$ cat src/rtl/pe_pkg.sv
// Shared constants and FSM state type for the PE_block tile scheduler.
package pe_pkg;

    localparam int DATA_SIZE = 8;
    localparam int PE_W      = 4;
    localparam int PE_H      = 8;
    localparam int ACC_W     = 32;

    typedef enum logic [2:0] {
        IDLE,
        BIAS,
        FEED,
        WAIT,
        DRAIN,
        DONE
    } state_t;

endpackage

$ cat src/rtl/pe_ofmap_serializer.sv
// Captures one PE_H x ACC_W ofmap and emits it row by row on a valid/ready port.
module pe_ofmap_serializer #(
    parameter int PE_H  = pe_pkg::PE_H,
    parameter int ACC_W = pe_pkg::ACC_W,
    parameter int ROW_W = $clog2(PE_H)
) (
    input  logic                  clk,
    input  logic                  rst,
    input  logic                  load,
    input  logic [PE_H*ACC_W-1:0] ofmap,
    input  logic                  out_ready,
    output logic                  out_valid,
    output logic [ACC_W-1:0]      out_data,
    output logic [ROW_W-1:0]      out_row,
    output logic                  last
);

    logic [ACC_W-1:0] cap [PE_H];
    logic [ROW_W-1:0] row;
    logic             valid;

    // Capture register, row pointer and output-valid flag.
    always_ff @(posedge clk or posedge rst) begin
        if (rst) begin
            for (int unsigned i = 0; i < PE_H; i++) cap[i] <= '0;
            row   <= '0;
            valid <= 1'b0;
        end else if (load) begin
            for (int unsigned i = 0; i < PE_H; i++) cap[i] <= ofmap[i*ACC_W +: ACC_W];
            row   <= '0;
            valid <= 1'b1;
        end else if (valid && out_ready) begin
            if (row == ROW_W'(PE_H - 1)) begin
                row   <= '0;
                valid <= 1'b0;
            end else begin
                row <= row + ROW_W'(1);
            end
        end
    end

    assign out_valid = valid;
    assign out_data  = valid ? cap[row] : '0;
    assign out_row   = valid ? row : '0;
    assign last      = valid && out_ready && (row == ROW_W'(PE_H - 1));

endmodule

$ cat src/rtl/pe_block_sched.sv
// Tile scheduler: fetches bias/ifmap/weights per tile, drives one PE_block,
// and drains each captured ofmap through pe_ofmap_serializer.
module pe_block_sched
    import pe_pkg::*;
#(
    parameter int DATA_SIZE = pe_pkg::DATA_SIZE,
    parameter int PE_W      = pe_pkg::PE_W,
    parameter int PE_H      = pe_pkg::PE_H,
    parameter int ACC_W     = pe_pkg::ACC_W,
    parameter int ADDR_W    = 10,
    parameter int TILE_W    = 8
) (
    input  logic                      clk,
    input  logic                      rst,
    input  logic                      start,
    input  logic [TILE_W-1:0]         num_tiles,
    output logic                      busy,
    output logic                      done,
    output logic                      ifm_rd_en,
    output logic [ADDR_W-1:0]         ifm_rd_addr,
    input  logic [DATA_SIZE-1:0]      ifm_rd_data,
    output logic                      wgt_rd_en,
    output logic [ADDR_W-1:0]         wgt_rd_addr,
    input  logic [PE_H*DATA_SIZE-1:0] wgt_rd_data,
    output logic                      bias_rd_en,
    output logic [ADDR_W-1:0]         bias_rd_addr,
    input  logic [PE_H*ACC_W-1:0]     bias_rd_data,
    output logic                      pe_en,
    output logic [DATA_SIZE-1:0]      pe_ifmap,
    output logic [PE_H*DATA_SIZE-1:0] pe_weight,
    output logic [PE_H*ACC_W-1:0]     pe_bias,
    input  logic                      pe_valid,
    input  logic [PE_H*ACC_W-1:0]     pe_ofmap,
    output logic                      out_valid,
    input  logic                      out_ready,
    output logic [ACC_W-1:0]          out_data,
    output logic [$clog2(PE_H)-1:0]   out_row,
    output logic [TILE_W-1:0]         out_tile
);

    localparam int K_W   = $clog2(PE_W + 1);
    localparam int ROW_W = $clog2(PE_H);

    state_t            state, state_n;
    logic [TILE_W-1:0] tile, n_tiles;
    logic [K_W-1:0]    k;
    logic              empty_job;
    logic              capture, last;
    logic              tile_more;
    logic [ADDR_W-1:0] feed_addr;

    assign feed_addr = ADDR_W'(tile) * ADDR_W'(PE_W) + ADDR_W'(k);
    assign tile_more = ({1'b0, tile} + (TILE_W + 1)'(1)) < {1'b0, n_tiles};

    // FSM state register.
    always_ff @(posedge clk or posedge rst) begin
        if (rst) state <= IDLE;
        else     state <= state_n;
    end

    // Next-state and per-state outputs.
    always_comb begin
        state_n      = state;
        busy         = 1'b0;
        done         = 1'b0;
        bias_rd_en   = 1'b0;
        bias_rd_addr = '0;
        ifm_rd_en    = 1'b0;
        ifm_rd_addr  = '0;
        wgt_rd_en    = 1'b0;
        wgt_rd_addr  = '0;
        pe_en        = 1'b0;
        pe_ifmap     = '0;
        pe_weight    = '0;
        capture      = 1'b0;
        case (state)
            IDLE: begin
                if (start) state_n = (num_tiles == '0) ? DONE : BIAS;
            end
            BIAS: begin
                busy = 1'b1;
                if (!pe_valid) begin
                    bias_rd_en   = 1'b1;
                    bias_rd_addr = ADDR_W'(tile);
                    state_n      = FEED;
                end
            end
            FEED: begin
                busy = 1'b1;
                if (k < K_W'(PE_W)) begin
                    ifm_rd_en   = 1'b1;
                    ifm_rd_addr = feed_addr;
                    wgt_rd_en   = 1'b1;
                    wgt_rd_addr = feed_addr;
                end
                if (k != '0) begin
                    pe_ifmap  = ifm_rd_data;
                    pe_weight = wgt_rd_data;
                end
                pe_en = (k == K_W'(1));
                if (k == K_W'(PE_W)) state_n = WAIT;
            end
            WAIT: begin
                busy = 1'b1;
                if (pe_valid) begin
                    capture = 1'b1;
                    state_n = DRAIN;
                end
            end
            DRAIN: begin
                busy = 1'b1;
                if (last) state_n = tile_more ? BIAS : DONE;
            end
            DONE: begin
                // An empty job spends one extra busy cycle here so done lands two cycles after start.
                if (empty_job) begin
                    busy = 1'b1;
                end else begin
                    done    = 1'b1;
                    state_n = IDLE;
                end
            end
            default: state_n = IDLE;
        endcase
    end

    // Job/tile/operand counters and the bias holding register.
    always_ff @(posedge clk or posedge rst) begin
        if (rst) begin
            tile      <= '0;
            n_tiles   <= '0;
            k         <= '0;
            empty_job <= 1'b0;
            pe_bias   <= '0;
        end else begin
            case (state)
                IDLE: begin
                    if (start) begin
                        n_tiles   <= num_tiles;
                        tile      <= '0;
                        empty_job <= (num_tiles == '0);
                    end
                end
                BIAS: k <= '0;
                FEED: begin
                    if (k == '0) pe_bias <= bias_rd_data;
                    k <= k + K_W'(1);
                end
                DRAIN: begin
                    if (last && tile_more) tile <= tile + TILE_W'(1);
                end
                DONE: empty_job <= 1'b0;
                default: ;
            endcase
        end
    end

    pe_ofmap_serializer #(
        .PE_H  (PE_H),
        .ACC_W (ACC_W),
        .ROW_W (ROW_W)
    ) u_ser (
        .clk       (clk),
        .rst       (rst),
        .load      (capture),
        .ofmap     (pe_ofmap),
        .out_ready (out_ready),
        .out_valid (out_valid),
        .out_data  (out_data),
        .out_row   (out_row),
        .last      (last)
    );

    assign out_tile = out_valid ? tile : '0;

endmodule

$ cat config.mk
export PLATFORM = sky130hd
export DESIGN_NAME = pe_block_sched
export DESIGN_NICKNAME = d
export VERILOG_FILES = /design/src/rtl/pe_pkg.sv /design/src/rtl/pe_ofmap_serializer.sv /design/src/rtl/pe_block_sched.sv
export SDC_FILE = /design/constraint.sdc
export NUM_CORES = 1
export LEC_CHECK = 0
export BUFFER_PORTS_ARGS = -buffer_cell sky130_fd_sc_hd__buf_2
export CAP_MARGIN = 20
export CORE_AREA = 2 2 390 392
export DETAILED_ROUTE_END_ITERATION = 10
export DIE_AREA = 0 0 392 394
export MAX_ROUTING_LAYER = met4
export PLACE_DENSITY = 0.4
export SYNTH_ARGS = -nofsm -noshare
export SYNTH_HDL_FRONTEND = slang
export SYNTH_SLANG_ARGS = --single-unit
$ cat constraint.sdc
create_clock -name clk -period 38 [get_ports clk]
set_input_delay 7.6 -clock clk [delete_from_list [all_inputs] [get_ports clk]]
set_output_delay 7.6 -clock clk [all_outputs]
set_load 0.01 [all_outputs]
# Word-level counts from Yosys, hierarchy flattened
# Cells that the tools add are included.
dict set report totals {
  inputBits 597
  register_bits 539
  word_cells 105
  out_inout_bits 408
}
dict set report classes {
  bitwise_logic 1
  reduce_logical 19
  n_eq_ne 15
  magnitude_cmp 3
  muxes 46
  n_addsub 5
}
# cell count
set ops {}
lappend ops {{64-bit 2-to-1 mux} 2}
lappend ops {{32-bit binary-select mux with 3-bit select} 1}
lappend ops {{32-bit 2-to-1 mux} 3}
lappend ops {{8-bit 2-to-1 mux} 7}
lappend ops {{3-bit 2-to-1 mux} 12}
lappend ops {{10-bit 2-to-1 mux} 2}
lappend ops {{3-bit case mux with 6 select lines} 1}
lappend ops {{8-bit case mux with 2 select lines} 1}
lappend ops {{1-bit 2-to-1 mux} 14}
lappend ops {{2-bit inequality test, second input constant} 7}
lappend ops {{3-bit equality test, second input constant} 4}
lappend ops {{10-bit by 3-bit adder with 10-bit output} 1}
lappend ops {{2-bit nonzero test} 5}
lappend ops {{8-bit by 1-bit adder with 9-bit output, second input constant} 1}
lappend ops {{9-bit by 8-bit < comparator with 1-bit output} 1}
lappend ops {{8-bit by 1-bit adder with 8-bit output, second input constant} 1}
lappend ops {{8-bit logical NOT} 1}
lappend ops {{2-bit AND reduction} 4}
lappend ops {{3-bit by 1-bit adder with 3-bit output, second input constant} 2}
lappend ops {{3-bit by 1-bit equality test with 1-bit output, second input constant} 2}
lappend ops {{3-bit by 2-bit equality test with 1-bit output, second input constant} 2}
lappend ops {{3-bit logical NOT} 2}
lappend ops {{3-bit case mux with 2 select lines} 1}
lappend ops {{6-bit AND reduction} 1}
lappend ops {{8 further kinds} 11}

# Longest topological paths before layout
# Gate-level depths: netlist of the first run.
dict set report logic_depth {
  depth_word 5
  mapped_depth 10
  depth_no_buf 9
}

# Hierarchy
# From an unflattened synthesis of the first run, not the netlist that was laid out.
dict set report unflattened {
  hier_cells 1620
  area_unflattened_um2 24638.6
}
# module area_per_inst_um2 instances seq_area_each_um2 cells_per_inst
set modules_own_cells {}
lappend modules_own_cells {pe_block_sched 12848.6 1 6981.7 833}
lappend modules_own_cells {pe_ofmap_serializer 11790.1 1 6506.2 787}

# Worst setup path before layout of the first run
# OpenSTA, ideal clock, no wires.
dict set report synth_path {
  path_type {input port to output port}
  start {in pe_valid}
  end {out bias_rd_addr[0]}
  required_time_ns 30.400
  t_arrival_ns 8.699
  stages 2
  n_path_buf 0
  setup_slack_ns 21.701
  cell_sequence {nor4b_1 -> and2_1}
}
dict set report synth_between {
  elab_chain_len 2
}
# element line
set synth_rtl {}
lappend synth_rtl {{start: declaration} pe_block_sched.sv:32} ;# input logic pe_valid,
lappend synth_rtl {{8-bit 2-to-1 mux} pe_block_sched.sv:82} ;# if (!pe_valid) begin
lappend synth_rtl {{8-bit 2-to-1 mux} pe_block_sched.sv:76} ;# case (state)
lappend synth_rtl {{end: declaration} pe_block_sched.sv:26} ;# output logic [ADDR_W-1:0] bias_rd_addr,
# No other way between the ends.

# Worst setup path in the final report of the first run
dict set report layout_path {
  start {in pe_valid}
  end {out bias_rd_addr[3]}
}
# Same word-level chain as after synthesis.

==> summary.md, run 1 <==
| Metric | Value |
|---|---|
| Highest cell delay on the worst timing path | 0.88 ns |
| Antenna-violating nets left | 0 |
| WS Path Type | in2out |
| Top flip-flop cell by instance count after synthesis | sky130_fd_sc_hd__dfrtp_1 |
| Part of the Yosys area used for sequential elements | ~55% |
| Chain of cells forming the critical path | buf_2 > nor4b_2 > and2_1 > buf_2 |
| Area growth from synthesis to final layout | 37.61% |
| Met1 track demand over resource | roughly 15% |
| Gate Count Post-Synth | ~2100 |
| Synth Warn # | 0 |
| Number of port buffers | about 1000 |
| Cell type of the slowest stage on the worst timing path | sky130_fd_sc_hd__nor4b_2 |
| Peak Freq | 60.12 MHz |
| Least-Margin Pin Slew | ~1.1 ns |
| Number of buffers inserted to repair setup after CTS | 0 |
| Worst setup EP type | primary output |
| I/O pins | 1005 |
| Max-capacitance violation count | 0 |
| Signal arrival time at the worst endpoint | roughly 9 ns |
| Highest ir drop seen on vdd | approximately 0.046 mV |
| Cell occurring most often along the worst timing path | sky130_fd_sc_hd__buf_2 |
| Met2 usage in global routing | around 21% |
| Routability congestion estimate | 0.8200 |
| # H-tree levels | 3 |
| Critical path startpoint category | input pin |
| Proportion of synthesized flip-flops having asynchronous set or reset | 100.0% |
| DR iter-0 viols | 930 |
| Wire length of the first global-routing pass | 143.0 mm |
| Core Area | about 150000 um2 |
| Vias | 19040 |
| Setup repair after global routing missed its margin | false |
| Maximum number of pins on one net before global-route repair | between 100 and 150 |
| GR Layer Usage met3 | ~4% |
| FF-to-FF path depth | 7 |
| Per-instance average area after synthesis | 11.80 um2 |
| Cts repair resizes | 0 |
| Post-detailed-route via-to-cell ratio | between 3 and 4 |
| Residual DRC count | 0 |
| Maximum number of buffers from clock root to sink | 3 |
| Post-CTS clock slew at the launch and capture registers of the worst setup and hold paths | roughly 0.050 ns |
| Cell family with the largest share of critical-path delay | simple AND/OR/NAND/NOR gates |
| Cell area after technology mapping | around 25000 um2 |
| Number of iterations in the first detailed-routing pass | 5 |
| Clock root buffer | sky130_fd_sc_hd__clkbuf_16 |
| Die area | 154400 um2 |
| Areal power density over the cells | roughly 89 nW/um2 |
| Final Hold Violating Endpoints | 0 |
| Overall track demand over capacity in global routing | between 10% and 20% |
| Number of stages on the worst setup path | 4 |
| Final wirelength | a little over 100 mm |
| Slew Viols, Final | 0 |
| Final net count | about 3600 |
| Number of antenna violations at the first check in global routing | 70 |
| Count of flip-flops with a built-in enable after synthesis | 0 |
| Clock Skews | approximately 0.017 ns |
| Required time reported for the critical path endpoint | about 30 ns |
| Final total negative setup slack | 0 ns |
| Buffers and inverters on the worst path | 2 |
| Count of cells along the worst hold path | 2 |
| Worst Path Max Fanout | 9 |
| Share of the cycle needed by the critical path after routing | between 40% and 50% |
| Clock Sinks | around 540 |
| Minimum setup slack after placement | 21.32 ns |
| Wire length per cell | 19.67 um |
| Leakage | 17.63 nW |
| Worst Setup Slack, final | 21.37 ns |
| Final period demand of the worst path | approximately 17 ns |
| TritonCTS clock tree | built |
| Initial Utilization | between 10% and 20% |
| Post-synthesis sequential element count | roughly 540 |
| Run status | finished clean |
| Number of buffers added by the clock tree synthesis step | between 60 and 70 |
| Final setup violation count | 0 |
| Class of the worst hold path | reg2reg |
| Die Span X | roughly 400 um |
| Unique masters post-synth | 45 |
| HPWL after DPL | about 77 mm |
| Most heavily used metal layer in global routing | met2 |
| Vertical die dimension | 394 um |
| Core Rows | 143 |
| Source-to-sink clock delay at the later pin of the worst-skew pair | between 0.6 and 0.7 ns |
| CTS hold repair buffers | 0 |
| Via count of the first global-routing pass | between 15000 and 20000 |
| Overflow left after global routing | 0 |
| Share of cells above drive strength 1 | 47.46% |
| Worst slew slack as a fraction of its limit | ~28% |
[metrics by stage]
| step | cells | instance area (um2) | util, % | hold WS (ns) | total power [mW] |
|---|---|---|---|---|---|
| after floorplan | 2086 | 24600 | - | 0.4403 | 1.886 |
| after global placement | 4998 | 31580 | 20.96 | 0.4524 | 2.384 |
| after detailed placement | 4998 | 31580 | 20.96 | 0.4573 | 2.386 |
| after CTS | 5115 | 33760 | 22.41 | 0.4708 | 3.060 |
| after global routing | 5152 | 33850 | 22.47 | 0.4854 | 3.204 |
| final | 5153 | 33850 | 22.47 | 0.4657 | 2.999 |
[power breakdown]
part | leakage [nW] | internal, mW | switching (mW)
combinational | 10.0 | 0.660 | 0.655
clock | 1.06 | 0.376 | 0.272
sequential | 6.53 | 0.856 | 0.181
total | 17.6 | 1.89 | 1.11
[cell usage after synthesis (10+ instances only)]
master | instances | share of area [%]
sky130_fd_sc_hd__nand2_1 | 787 | 12
sky130_fd_sc_hd__dfrtp_1 | 539 | 55
sky130_fd_sc_hd__mux2_4 | 240 | 15
sky130_fd_sc_hd__and2_1 | 101 | 2.6
sky130_fd_sc_hd__mux4_2 | 64 | 5.9
sky130_fd_sc_hd__clkbuf_1 | 58 | 0.88
sky130_fd_sc_hd__mux2i_1 | 35 | 1.4
sky130_fd_sc_hd__nor2b_1 | 34 | 0.86
sky130_fd_sc_hd__buf_2 | 33 | 0.67
sky130_fd_sc_hd__mux2_2 | 29 | 1.3
sky130_fd_sc_hd__buf_6 | 27 | 1.2
sky130_fd_sc_hd__inv_1 | 15 | 0.23
sky130_fd_sc_hd__buf_4 | 14 | 0.43
sky130_fd_sc_hd__ha_1 | 14 | 0.71
sky130_fd_sc_hd__nand3_1 | 11 | 0.22
sky130_fd_sc_hd__a21oi_1 | 10 | 0.20
sky130_fd_sc_hd__nor2_1 | 10 | 0.15
[registers in the layout (all words and copies together) (netlist names)]
register         flops
empty_job            1
u_ser.out_valid      1
u_ser.row            3
n_tiles              8
tile                 8
u_ser.cap          256
k                    3
pe_bias            256
state                3
[path summary, 6_finish.rpt]
check                         startpoint  slack [ns]              end
min                        u_ser.cap[63]        0.47    u_ser.cap[63]
min in group asynchronous            rst        7.08     pe_bias[112]
max                             pe_valid       21.37  bias_rd_addr[3]
max reg2reg                     state[0]       33.04     pe_bias[155]
max in group asynchronous            rst       28.72     pe_bias[155]
min reg2reg                u_ser.cap[63]        0.47    u_ser.cap[63]
[kinds of logic (layout without fill, tap and decap cells)]
logic type	count (synthesis)	after routing	synth area share, %
other	1	40	0.01524
XOR/XNOR	9	9	0.3204
flip-flops	539	539	54.83
buffers and inverters	155	1154	3.591
multiplexers	368	368	23.26
AO/OA/AOI/OAI	32	32	0.7985
AND/OR/NAND/NOR	967	967	16.48
adder cells (fa/ha/maj)	14	14	0.7120
[layout make-up]
cell class	instances	area, um2
multi-input cells	1392	10280
diodes	38	95.09
flip-flops and latches	539	13500
repair buffers	1021	5195
clock buffers	99	1928
clock inverters	18	247.7
inverters	16	72.57
well taps	2030	2540
fillers	16570	116800
[worst min-delay path: stages (launching register included)]
cell and delay [ns]:
sky130_fd_sc_hd__dfrtp_1 0.33, sky130_fd_sc_hd__nand2_1 0.05, sky130_fd_sc_hd__nand2_1 0.05
[metal layers]
layer,wire length (um),vias to the layer above
met5,0,-
met4,2497,0
met3,7887,157
met2,49480,706
met1,41500,9384
li1,-,8794
[placed cells by master, fill, tap and decap left out, drive strengths merged, types with 4 or more instances in the layout]
master and count:
and2 104, nand4 4, clkbuf 99, mux2 269
a21oi 10, nand3 11, o21ai 9, clkinv 11
inv 20, dfrtp 539, nor2 11, mux2i 35
diode 38, a21o 4, mux4 64, nand2 788
buf 1021, ha 14, nor2b 34, xnor2 6
Power figures use the tool's default switching activity.
==> run 2, diff against run 1 <==
PLACE_DENSITY = 0.41   (was 0.4)
clock period = 15 ns   (was 38 ns; I/O delays follow)
==> run 2 against run 1 <==
Sequential share of layout area shrank 0.20 points. Power grew to 2.5 times the previous value. Wire length decreased by 4.4%. Non-clock buffer count up 4. Final cell count is 0.23% higher. Sequential cell count unchanged. Sequential power up 150%. Combinational power rose to 2.5 times the previous value. First-iteration DRC count down 15%. Setup slack worse by 14 ns. Worst hold slack improved by 0.0022 ns. Largest power group unchanged.
==> summary.md, run 2 (synthesis results as in run 1) <==
| Metric | Value |
|---|---|
| Commonest non-fill, non-tap cells in the layout | sky130_fd_sc_hd__buf_2, sky130_fd_sc_hd__nand2_1, sky130_fd_sc_hd__dfrtp_1, sky130_fd_sc_hd__mux2_4, sky130_fd_sc_hd__and2_1 |
| Maximum number of pins on one net before global-route repair | approximately 170 |
| CP endpoint | bias_rd_addr[1] |
| Least-Margin Pin Slew | 1.166 ns |
| Final wirelength | roughly 97 mm |
| Clock root buffer | sky130_fd_sc_hd__clkbuf_16 |
| Run status | finished clean |
| Post-CTS clock slew at the launch and capture registers of the worst setup and hold paths | 0.05 ns |
| Areal power density over the cells | 223.7 nW/um2 |
| Highest ir drop seen on vdd | about 0.16 mV |
| DR iter-0 viols | between 700 and 800 |
| Slew Viols, Final | 0 |
| Most common cell after layout, fill and taps aside | sky130_fd_sc_hd__buf_2 |
| Final net count | 3657 |
| Maximum number of buffers from clock root to sink | 3 |
| Die area | ~150000 um2 |
| Clock Sinks | 539 |
| Vertical die dimension | approximately 390 um |
| Critical path startpoint category | input pin |
| Via count of the first global-routing pass | 19740 |
| Final setup violation count | 0 |
| Final period demand of the worst path | ~7.5 ns |
| Source-to-sink clock delay at the later pin of the worst-skew pair | ~0.65 ns |
| Required time reported for the critical path endpoint | approximately 12 ns |
| Worst Path Max Fanout | 9 |
| Max-capacitance violation count | 0 |
| Final Hold Violating Endpoints | 0 |
| Worst slew slack as a fraction of its limit | between 20% and 30% |
| FF-to-FF path depth | 7 |
| Chain of cells forming the critical path | buf_2 > nor4b_2 > and2_1 > buf_2 |
| Clock Skews | between 0.02 and 0.025 ns |
| Overflow left after global routing | 0 |
| Number of iterations in the first detailed-routing pass | 6 |
| Vias | 18900 |
| Class of the worst hold path | reg2reg |
| Share of cells above drive strength 1 | between 40 and 50% |
| Antenna-violating nets left | 0 |
| CTS hold repair buffers | 0 |
| Area growth from synthesis to final layout | 38.31% |
| Overall track demand over capacity in global routing | roughly an eighth |
| Core Rows | roughly 140 |
| Cts repair resizes | 0 |
| WS Path Type | in2out |
| Final total negative setup slack | 0 ns |
| Number of buffers inserted to repair setup after CTS | 0 |
| Startpoint of the worst setup timing path | pe_valid |
| # H-tree levels | 3 |
| Initial Utilization | around 16% |
| I/O pins | 1005 |
| Number of buffers added by the clock tree synthesis step | 72 |
| Cell occurring most often along the worst timing path | sky130_fd_sc_hd__buf_2 |
| Wire length per cell | between 15 and 20 um |
| Wire length of the first global-routing pass | 138.2 mm |
| Leakage | about 18 nW |
| Residual DRC count | 0 |
| TritonCTS clock tree | built |
| Number of antenna violations at the first check in global routing | 60 |
| Cell type of the slowest stage on the worst timing path | sky130_fd_sc_hd__nor4b_2 |
| HPWL after DPL | roughly 73 mm |
| Reg2reg end | pe_bias[159] |
| Share of the cycle needed by the critical path after routing | about half |
| Register-to-register path setup slack | 10.07 ns |
| Setup repair after global routing missed its margin | false |
| Post-detailed-route via-to-cell ratio | ~3.7 |
| Core Area | around 150000 um2 |
| Signal arrival time at the worst endpoint | between 4 and 5 ns |
| Peak Freq | around 130 MHz |
| Die Span X | ~400 um |
| Worst setup EP type | primary output |
| Largest registers | pe_bias x256, u_ser.cap x256 |
| Overall power consumption | ~7.6 mW |
| Reg-to-Reg Start | state[0] |
| Highest cell delay on the worst timing path | about 0.96 ns |
| Number of port buffers | approximately 1000 |
| Routability congestion estimate | around 0.84 |
==> run 2: cell type report <==
cell class	instances	area, um2
clock buffers	105	2106
repair buffers	1025	5225
inverters	16	68.82
diodes	38	95.09
multi-input cells	1392	10280
clock inverters	20	217.7
well taps	2030	2540
flip-flops and latches	539	13500
fillers	16560	116600
==> run 2: power breakdown <==
group	internal [mW]	switching, mW	leakage [nW]
Combinational	1.67	1.66	10.1
Clock	0.982	0.713	1.13
Sequential	2.17	0.414	6.53
Total	4.83	2.78	17.7
==> run 2: per-stage QoR <==
step	cells	cell area [um2]	hold slack (ns)	utilization [%]	setup slack [ns]
finish	5165	34030	0.4678	22.59	7.479
global route	5163	34020	0.4888	22.58	7.469
CTS	5127	33930	0.4719	22.52	7.467
detailed placement	5002	31610	0.4581	20.98	7.466
global placement	5002	31610	0.4526	20.98	7.505
floorplan	2086	24610	0.4403	-	4.670
==> run 2: worst min-delay path by stage <==
| stage | from | end | slack [ns] | depth (start not counted) |
|---|---|---|---|---|
| 6_report | u_ser.cap[10] | u_ser.cap[10] | 0.47 | 2 |
| 5_1_grt | u_ser.cap[132] | u_ser.cap[132] | 0.49 | 2 |
| 4_1_cts | u_ser.cap[78] | u_ser.cap[78] | 0.47 | 2 |
| 3_5_place_dp | u_ser.cap[10] | u_ser.cap[10] | 0.46 | 2 |
| 3_3_place_gp | u_ser.cap[78] | u_ser.cap[78] | 0.45 | 2 |
| 2_1_floorplan | u_ser.cap[160] | u_ser.cap[160] | 0.44 | 2 |
==> run 2: worst max-delay path: cells and delay by family <==
family                 cells  cell delay (ns)
buffers and inverters      2             0.31
AND/OR/NAND/NOR            2             1.21
==> run 2: metal layers <==
metal  track usage [%]  routed length [um]
met1             14.28               38890
met2             19.95               45830
met3             4.650                8961
met4             4.196                3220
met5                 -                   0
==> run 3, diff against run 2 <==
clock period = 6.6 ns   (was 15 ns; I/O delays follow)
==> run 3 against run 2 <==
Power rose by 130%. Wire length increased by 0.39%. Critical endpoint is now out_data[28]. Clock power increased by 130%. Die area stayed put. Sequential power rose by 130%. Clock skew is 0.013 ns higher. Critical path type is now reg2out. Count of clock-buffer cells in the layout shrank 11. Combinational power grew 120%. Largest cell class unchanged. Register-to-register slack got worse by 6.9 ns.
==> summary.md, run 3 (synthesis results as in run 1) <==
| Metric | Value |
|---|---|
| Run status | finished clean |
| Areal power density over the cells | 510.3 nW/um2 |
| Wire length per cell | around 19 um |
| Commonest non-fill, non-tap cells in the layout | sky130_fd_sc_hd__buf_2, sky130_fd_sc_hd__nand2_1, sky130_fd_sc_hd__dfrtp_1, sky130_fd_sc_hd__mux2_4, sky130_fd_sc_hd__and2_1 |
| Most common cell after layout, fill and taps aside | sky130_fd_sc_hd__buf_2 |
| Area growth from synthesis to final layout | 38.83% |
| Setup repair after global routing missed its margin | false |
| Initial Utilization | roughly 16% |
| Final wirelength | 97.28 mm |
| Buffers and inverters on the worst path | 2 |
| WS Path Type | reg2out |
| Worst slew slack as a fraction of its limit | 32.23% |
| Class of the worst hold path | reg2reg |
| Placed Instances | 5004 |
| Critical path startpoint category | flop |
| Number of port buffers | between 1000 and 1500 |
| Number of buffers added by the clock tree synthesis step | 70 |
| Vertical die dimension | a little under 400 um |
| Overflow left after global routing | 0 |
| Routability congestion estimate | 0.8572 |
| # H-tree levels | 3 |
| Share of power burned in combinational logic | a little over two fifths |
| Antenna-violating nets left | 0 |
| DR iter-0 viols | 941 |
| Share of cells above drive strength 1 | between 40% and 50% |
| Clock Sinks | roughly 540 |
| Cts repair resizes | 0 |
| Largest registers | pe_bias x256, u_ser.cap x256 |
| Post-detailed-route via-to-cell ratio | about 3.6 |
| Worst hold margin | between 0.4 and 0.5 ns |
| Clock group share of total power | between 20% and 30% |
| CTS hold repair buffers | 0 |
| Cell family with the largest share of critical-path delay | multiplexers |
| Least-Margin Pin Slew | 1.017 ns |
| Worst setup EP type | primary output |
| Number of iterations in the first detailed-routing pass | 5 |
| Highest cell delay on the worst timing path | ~0.81 ns |
| Via count of the first global-routing pass | 19730 |
| Clock Skews | around 0.033 ns |
| Final setup violation count | 0 |
| Cell type of the slowest stage on the worst timing path | sky130_fd_sc_hd__dfrtp_4 |
| Core Rows | approximately 140 |
| Core Area | roughly 150000 um2 |
| Post-route insts no fill | 5159 |
| Post-CTS clock slew at the launch and capture registers of the worst setup and hold paths | 0.06 ns |
| Maximum number of buffers from clock root to sink | 3 |
| Slew Viols, Final | 0 |
| Highest ir drop seen on vdd | roughly 0.23 mV |
| Sequential group share of total power | 34.3% |
| Source-to-sink clock delay at the later pin of the worst-skew pair | 0.66 ns |
| Worst Path Max Fanout | 32 |
| TritonCTS clock tree | built |
| Wire length of the first global-routing pass | about 140 mm |
| Overall track demand over capacity in global routing | about an eighth |
| Number of buffers inserted to repair setup after CTS | 0 |
| Switching component of the power | approximately 6.3 mW |
| Die area | roughly 150000 um2 |
| Number of antenna violations at the first check in global routing | 56 |
| Chain of cells forming the critical path | buf_4 > mux4_2 > mux2i_1 > nor2b_1 > buf_2 |
| Die Span X | between 300 and 400 um |
| I/O pins | roughly 1000 |
| Peak Freq | between 200 and 250 MHz |
| Pint | 11.10 mW |
| Register-to-register path setup slack | ~3.1 ns |
| Signal arrival time at the worst endpoint | between 3 and 4 ns |
| Share of the cycle needed by the critical path after routing | between 60% and 70% |
| Leakage | between 15 and 20 nW |
| HPWL after DPL | between 70 and 80 mm |
| Required time reported for the critical path endpoint | about 5.3 ns |
| Vias | roughly 19000 |
| Total of fill cells in the finished design | 16530 |
| Max-capacitance violation count | 0 |
| Fraction of power spent switching nets | 36.34% |
| Maximum number of pins on one net before global-route repair | between 100 and 150 |
| Clock root buffer | sky130_fd_sc_hd__clkbuf_16 |
| Final net count | roughly 3700 |
| Residual DRC count | 0 |
| Final period demand of the worst path | 4.479 ns |
| Final Hold Violating Endpoints | 0 |
-- run 3: metrics by stage --
step                      setup TNS (ns)  total power, mW  util, %  area, um2  setup slack [ns]
after floorplan                 -1104.94            10.86        -      24610            -2.050
after detailed placement               0            13.60    21.03      31690             2.526
after global routing                   0            18.61    22.67      34150             1.894
after global placement                 0            13.57    21.03      31690             2.542
after CTS                              0            17.76    22.62      34080             1.987
final                                  0            17.43    22.67      34150             2.121
-- run 3: metal layers --
layer  vias to the layer above  GRT usage [%]  part of all wire [%]
li1                       8787              -                     -
met1                      9190          14.22                    41
met2                       681          20.48                    48
met3                       158          4.368                   8.5
met4                         0          4.409                   3.1
met5                         -              -                     0
-- run 3: final timing paths --
path | from | endpoint | cells past startpoint
max in group asynchronous | rst | pe_bias[132] | 4
min in group asynchronous | rst | pe_bias[7] | 3
worst max register to register | state[0] | pe_bias[153] | 5
worst max-delay path | u_ser.row[1] | out_data[28] | 5
worst min-delay path | u_ser.cap[86] | u_ser.cap[86] | 2
worst min register to register | u_ser.cap[86] | u_ser.cap[86] | 2
-- run 3: power by group through the flow --
stage	Clock (mW)	Combinational, mW	Sequential, mW
final	3.97	7.49	5.97
after global routing	4.27	8.15	6.18
after CTS	4.15	7.61	5.99
after detailed placement	0	7.57	6.03
after global placement	0	7.58	5.99
after floorplan	0	4.81	6.05
-- run 3: worst reg2reg max path: stages (launching register included) --
cell	delay [ns]
sky130_fd_sc_hd__dfrtp_1	0.80
sky130_fd_sc_hd__or3_1	0.40
sky130_fd_sc_hd__clkinv_4	0.18
sky130_fd_sc_hd__nand2_8	0.56
sky130_fd_sc_hd__buf_12	0.74
sky130_fd_sc_hd__mux2_4	0.66
-- run 3: layout make-up --
| cell class | count | area, um2 | area share (%) |
|---|---|---|---|
| Sequential cell | 539 | 13500 | 39.52 |
| Multi-Input combinational cell | 1392 | 10280 | 30.09 |
| Timing Repair Buffer | 1027 | 5303 | 15.53 |
| Tap cell | 2030 | 2540 | 7.437 |
| Clock buffer | 94 | 1953 | 5.719 |
| Clock inverter | 33 | 444.2 | 1.301 |
| Antenna cell | 28 | 70.07 | 0.2052 |
| Inverter | 16 | 68.82 | 0.2015 |
